File: src/rtl/reg_file_mp.sv
// Parametrised register file: two prioritised write ports, two combinational
// read ports with optional write-to-read bypass, and a one-entry-per-cycle clear engine.
module reg_file_mp #(
  parameter int DW     = 8,
  parameter int AW     = 3,
  parameter int BYPASS = 1
) (
  input  logic          clk,
  input  logic          reset,
  input  logic          clr_req,
  output logic          busy,
  input  logic          wr0_en,
  input  logic [AW-1:0] wr0_addr,
  input  logic [DW-1:0] wr0_data,
  input  logic          wr1_en,
  input  logic [AW-1:0] wr1_addr,
  input  logic [DW-1:0] wr1_data,
  input  logic [AW-1:0] rd_addrA,
  input  logic [AW-1:0] rd_addrB,
  output logic [DW-1:0] datA_out,
  output logic [DW-1:0] datB_out,
  output logic          wr_drop
);

  localparam int unsigned DEPTH = 2**AW;

  typedef enum logic {IDLE, CLEAR} state_t;

  state_t        state, state_nxt;
  logic [AW-1:0] ptr;
  logic [DW-1:0] mem [DEPTH];
  logic          collide;
  logic          drop;
  logic          byp_en;

  always_ff @(posedge clk or negedge reset) begin
    if (!reset) state <= IDLE;
    else        state <= state_nxt;
  end

  always_comb begin
    state_nxt = state;
    case (state)
      IDLE:    if (clr_req) state_nxt = CLEAR;
      CLEAR:   if (ptr == AW'(DEPTH - 1)) state_nxt = IDLE;
      default: state_nxt = IDLE;
    endcase
  end

  always_comb begin
    busy = (state == CLEAR);
  end

  // ptr wraps back to 0 on the edge that clears the last entry
  always_ff @(posedge clk or negedge reset) begin
    if (!reset)              ptr <= '0;
    else if (state == CLEAR) ptr <= ptr + 1'b1;
  end

  assign collide = wr0_en && wr1_en && (wr0_addr == wr1_addr);
  assign drop    = busy ? (wr0_en || wr1_en) : collide;

  always_ff @(posedge clk or negedge reset) begin
    if (!reset) begin
      for (int unsigned i = 0; i < DEPTH; i++) mem[i[AW-1:0]] <= '0;
    end else if (state == CLEAR) begin
      mem[ptr] <= '0;
    end else begin
      if (wr0_en)             mem[wr0_addr] <= wr0_data;
      if (wr1_en && !collide) mem[wr1_addr] <= wr1_data;
    end
  end

  always_ff @(posedge clk or negedge reset) begin
    if (!reset) wr_drop <= 1'b0;
    else        wr_drop <= drop;
  end

  // Bypass priority mirrors the commit priority so forwarded data equals stored data
  assign byp_en = (BYPASS != 0) && !busy;

  always_comb begin
    datA_out = mem[rd_addrA];
    if (byp_en) begin
      if (wr0_en && (rd_addrA == wr0_addr))      datA_out = wr0_data;
      else if (wr1_en && (rd_addrA == wr1_addr)) datA_out = wr1_data;
    end
  end

  always_comb begin
    datB_out = mem[rd_addrB];
    if (byp_en) begin
      if (wr0_en && (rd_addrB == wr0_addr))      datB_out = wr0_data;
      else if (wr1_en && (rd_addrB == wr1_addr)) datB_out = wr1_data;
    end
  end

endmodule

File: config.mk
export PLATFORM = sky130hd
export DESIGN_NAME = reg_file_mp
export DESIGN_NICKNAME = d
export VERILOG_FILES = /design/src/rtl/reg_file_mp.sv
export SDC_FILE = /design/constraint.sdc
export NUM_CORES = 1
export LEC_CHECK = 0
export BUFFER_PORTS_ARGS = -buffer_cell sky130_fd_sc_hd__clkbuf_2
export CORE_UTILIZATION = 30
export CTS_CLUSTER_SIZE = 8
export DETAILED_ROUTE_END_ITERATION = 10
export GPL_TIMING_DRIVEN = 0
export PLACE_DENSITY_LB_ADDON = 0.12
export SETUP_SLACK_MARGIN = 0.2
export SLEW_MARGIN = 40
export SYNTH_ARGS = -nofsm -noshare
export SYNTH_HDL_FRONTEND = slang
export SYNTH_SLANG_ARGS = --single-unit
File: constraint.sdc
create_clock -name clk -period 2.1 [get_ports clk]
set_input_delay 0.105 -clock clk [delete_from_list [all_inputs] [get_ports clk]]
set_output_delay 0.105 -clock clk [all_outputs]
set_load 0.005 [all_outputs]
# Word level (Yosys, flattened, before mapping)
# Index checks and enable logic that the tools add are counted.
dict set report classes {
  order_cmp 8
  muxes 28
  bitwise 8
  reduce_logical 12
  n_addsub 1
  n_eq_ne 6
}
# op n
set op_table {}
lappend op_table {{two-way mux 64 bit} 4}
lappend op_table {{bitwise mux 64 bit} 2}
lappend op_table {{two-way mux 8 bit} 13}
lappend op_table {{demux 8 bit (select 3 bit)} 3}
lappend op_table {{AND 64 bit} 1}
lappend op_table {{NOT 64 bit} 1}
lappend op_table {{binary-select mux 8 bit (select 3 bit)} 2}
lappend op_table {{>= comparator 4 bit, second input constant} 5}
lappend op_table {{NOT 3 -> 4 bit} 5}
lappend op_table {{== test 3 bit} 5}
lappend op_table {{< comparator 4 x 1 -> 1 bit, second input constant} 3}
lappend op_table {{logical AND 1 bit} 10}
lappend op_table {{adder 3 x 1 -> 3 bit, second input constant} 1}
lappend op_table {{== test 3 bit, second input constant} 1}
lappend op_table {{two-way mux 1 bit} 3}
lappend op_table {{one-hot mux 1 bit (2 select lines)} 1}
lappend op_table {{zero test 1 bit} 1}
lappend op_table {{logical OR 1 bit} 1}
lappend op_table {{NOT 1 bit} 1}
dict set report word_totals {
  regBits 69
  out_inout_bits 18
  input_bits 33
}

# Logic depth before layout (Yosys ltp)
dict set report depth {
  word_depth 11
  ltp_mapped 7
}

# Least setup slack after synthesis
# No wires, ideal clock.
dict set report synth_timing {
  path_type {input -> output}
  start {in rd_addrA[2]}
  end {out datA_out[0]}
  stages 5
  n_path_buf 1
  arrival_time_ns 1.359
  setup_slack_ns 0.636
  cell_sequence {buf_4 -> xor2_2 -> or4b_4 -> a21oi_4 -> o22ai_1}
}
dict set report synth_via {
  elab_chain_cells 7
}
# item line
set synth_lines {}
lappend synth_lines {{start, declared} 18} ;# input logic [AW-1:0] rd_addrA,
lappend synth_lines {{NOT 3 -> 4 bit (not written as such)} 83} ;# datA_out = mem[rd_addrA];
lappend synth_lines {{binary-select mux 8 bit (select 3 bit)} 83}
lappend synth_lines {{two-way mux 8 bit (not written as such) (2 in a row)} 83}
lappend synth_lines {{two-way mux 8 bit} 86} ;# else if (wr1_en && (rd_addrA == wr1_addr)) datA_out = wr1_data;
lappend synth_lines {{two-way mux 8 bit} 85} ;# if (wr0_en && (rd_addrA == wr0_addr)) datA_out = wr0_data;
lappend synth_lines {{two-way mux 8 bit *} 84} ;# if (byp_en) begin
lappend synth_lines {{end, declared} 20} ;# output logic [DW-1:0] datA_out,
# Every way passes the cells marked *; elsewhere a longest branch is shown, timed or not. The select of a mux whose other input is x is not followed.

# Worst setup path after layout
dict set report layout_timing {
  start {in wr1_addr[0]}
  end {out datB_out[0]}
}
dict set report layout_via {
  elab_chain_cells 5
}
# item line
set layout_lines {}
lappend layout_lines {{start, declared} 16} ;# input logic [AW-1:0] wr1_addr,
lappend layout_lines {{== test 3 bit} 94} ;# else if (wr1_en && (rd_addrB == wr1_addr)) datB_out = wr1_data;
lappend layout_lines {{logical AND 1 bit} 94}
lappend layout_lines {{two-way mux 8 bit} 94}
lappend layout_lines {{two-way mux 8 bit} 93} ;# if (wr0_en && (rd_addrB == wr0_addr)) datB_out = wr0_data;
lappend layout_lines {{two-way mux 8 bit} 92} ;# if (byp_en) begin
lappend layout_lines {{end, declared} 21} ;# output logic [DW-1:0] datB_out,
# Every way passes these cells.

==> results_dict.tcl <==
set metrics [dict create \
    worstSetupEndpointType "output port" \
    grtUsageTotal 0.2882 \
    status "complete, no violations" \
    finalCritPeriodShare 0.9203 \
    antenna_found_initial 0 \
    clock-sinks 69 \
    syn_to_final_growth_pct 21.08 \
    grt_max_degree 41 \
    grt_pass1_wl_um 41510 \
    stdcell_count 982 \
    dp_hpwl_um 20520 \
    hold_viol_final 0 \
    antenna_left 0 \
    start_util 0.3081 \
    grt_pass1_vias 6227 \
    maxCapViolCount 0 \
    grt.overflow.total 0 \
    synth_ff_type "dfrtp_1" \
    core_mm2 0.01965 \
    die_y_um 144.1 \
    clkTransAtPathRegs_ps 60 \
    ioPinCount 51 \
    rows 51 \
    yosysWarnings 0 \
    grt-busiest-layer "met2" \
    total_power_mw 8.725 \
    ys_seq_elements 69 \
    yosysSeqAreaShare 0.2852 \
    drc 0 \
    n_antenna_cell 0 \
    syn_area_mm2 0.006055 \
    cp-startpoint "wr1_addr[0]" \
    crit_chain "clkbuf_2 > xor2_2 > or4b_4 > a21oi_4 > o22ai_1 > clkbuf_2" \
    synth-async-reset-ratio 1.000 \
    syn_area_per_cell_um2 9.387 \
    required_ps 2000 \
    drive_gt1_frac 0.3264 \
    clock_latency_ps 350 \
    ys_types 43 \
    grt_setup_unrepaired "true" \
    drt_wl_total_um 28990 \
    ff2ff_path_depth 5 \
    synth_cells 645 \
    finalCriticalPeriod_ps 1933 \
    fin_worst_skew_ps 4.089 \
    min_path_type "primary input to asynchronous set/reset pin" \
    r2r-start "busy" \
    cp-endpoint "datB_out[0]" \
    synth_fp_nets 680 \
    cp-start-kind "primary input" \
    post-place-cells 953 \
    dieArea_mm2 0.02075 \
    worstReg2RegEnd "mem[43]" \
    total_leakage_power_nw 2.886 \
    grt.met2_usage 0.4528 \
    fp.dieW_um 144.1 \
    grtUsageMet1 0.3661 \
    worst_pin_slew_ps 922.0 \
    ctsHtreeMaxLevel 3 \
    firstDrtPassIters 5 \
    cp_num_cells 6 \
    nets 747 \
    cts_buffers 9 \
    vias 6434 \
    p_per_area_mw_per_mm2 1190 \
    max_freq_mhz 517.4 \
    setup_viol 0 \
    drt-vias-per-instance 6.552 \
    synth_edf_count 0 \
    cp_top_family "simple AND/OR/NAND/NOR gates" \
    wl_per_cell_um 29.52 \
    relSlewSlack 0.3854 \
    crit_arrival_ps 1830 \
    drt-initial-drc-count 700 \
    crit_buf_inv 2 \
    crit_path_frequent_cell "clkbuf_2" \
    critPathKind "primary input to output port" \
    slowest_delay_ps 570 \
    ir_drop_uv 365.4 \
    cts_tree "built" \
    portBuffers 41 \
    rrSetupSlack_ps 340 \
    cts_buffer_depth 2 \
    cts_root_buffer "clkbuf_16" \
    worst_path_max_delay_cell "or4b_4" \
    finalMaxSlewViolations 0 \
    routabilityCongestion 0.9565 \
    grt_util_met3 0.05033 \
    crit_fanout 9 \
]
==> cells by family (layout without fill, tap and decap cells) <==
kind of cell             count (synthesis)  count (layout)  synth area share
AO/OA/AOI/OAI                          225             225            0.2720
XOR/XNOR                                16              16           0.02563
adder cells (fa/ha/maj)                  2               2          0.004132
buffers and inverters                   64             136           0.05476
flip-flops                              69              69            0.2852
multiplexers                            70              70            0.1835
AND/OR/NAND/NOR                        199             199            0.1748
==> synthesized netlist by cell type, types with 4 or more instances <==
cell / instances / share of area
buf_2: 22 / 0.018
nor4_1: 16 / 0.017
mux2i_1: 30 / 0.050
nor2b_1: 4 / 0.0041
dfrtp_1: 69 / 0.29
buf_6: 6 / 0.011
nand2_1: 77 / 0.048
o22ai_1: 16 / 0.017
a21oi_1: 12 / 0.0099
and2_1: 59 / 0.061
nor2_1: 21 / 0.013
buf_4: 5 / 0.0062
a221oi_1: 56 / 0.081
mux4_2: 32 / 0.12
o21ai_0: 18 / 0.015
a31o_2: 45 / 0.065
o21ai_1: 51 / 0.042
a31o_1: 19 / 0.027
xor2_1: 5 / 0.0072
mux2_2: 8 / 0.015
clkbuf_1: 24 / 0.015
a31oi_1: 4 / 0.0041
xnor2_1: 9 / 0.013
nand4_1: 4 / 0.0041
==> cells in the final DEF (no fill, tap or decap), types with 3 or more instances in the layout <==
cell and n:
nand2_1 77, dfrtp_1 68, and2_1 58, a221oi_1 56, o21ai_1 51, a31o_2 45, clkbuf_2 41, mux4_2 32
mux2i_1 26, buf_2 22, clkbuf_1 21, nor2_1 20, a31o_1 19, o21ai_0 18, nor4_1 16, buf_4 13
xnor2_1 9, buf_6 9, o22ai_1 9, clkbuf_16 9, mux2_2 8, a21oi_1 8, o22ai_2 7, a21oi_4 6
xor2_2 6, nand4_1 4, clkinvlp_4 4, a31oi_4 4, nor2b_1 4, mux2i_2 4, buf_12 4, and4bb_2 3
nand4b_1 3
==> state kept, by name (all words and copies together) (netlist names) <==
name and flops:
wr_drop 1, mem 64, busy 1, ptr 3
==> power breakdown <==
part           internal (mW)  total, mW  switching, mW
registers               1.87       2.51          0.635
logic                   2.14       4.60           2.46
clock network          0.948       1.62          0.673
==> metrics by stage <==
stage / hold slack [ps] / cell area [um2] / worst slack [ps] / setup TNS (ps) / util
floorplan: -190.6 / 6055 / 635.8 / 0 / -
global placement: 326.3 / 6591 / -134.8 / -1676 / 0.3354
detailed placement: 38.85 / 6676 / -44.89 / -108.0 / 0.3397
CTS: 234.1 / 7081 / 155.1 / 0 / 0.3603
global route: 260.1 / 7331 / 170.6 / 0 / 0.3730
finish: 218.9 / 7331 / 167.3 / 0 / 0.3730
==> per-layer routing <==
layer	up-vias	part of all wire
li1	2669	-
met1	3205	0.40
met2	453	0.45
met3	107	0.084
met4	0	0.062
met5	-	0
==> how the worst min path moves through the flow <==
stage / startpoint / end / slack (ps)
after floorplan: reset / busy / -190
after global placement: clr_req / busy / 330
after detailed placement: reset / ptr[2] / 40
after CTS: reset / ptr[2] / 230
after global routing: reset / ptr[2] / 260
final: reset / ptr[2] / 220
==> layout make-up <==
class | instances | area [um2]
fillers | 1981 | 12320
clock inverters | 6 | 62.56
well taps | 265 | 331.6
clock buffers | 10 | 239.0
plain buffers | 60 | 350.3
multi-input cells | 512 | 4202
flip-flops and latches | 69 | 1728
inverters | 4 | 18.77
repair buffers | 56 | 399.1
==> timing repair <==
action,CTS,global route
hold buffers,2,0
hold endpoints to repair,40,0
gates resized for setup,21,21
setup buffers,0,11
endpoints found under the setup margin,34,60
pin swaps,1,3
Note: power is estimated with default switching activity, not from simulation.
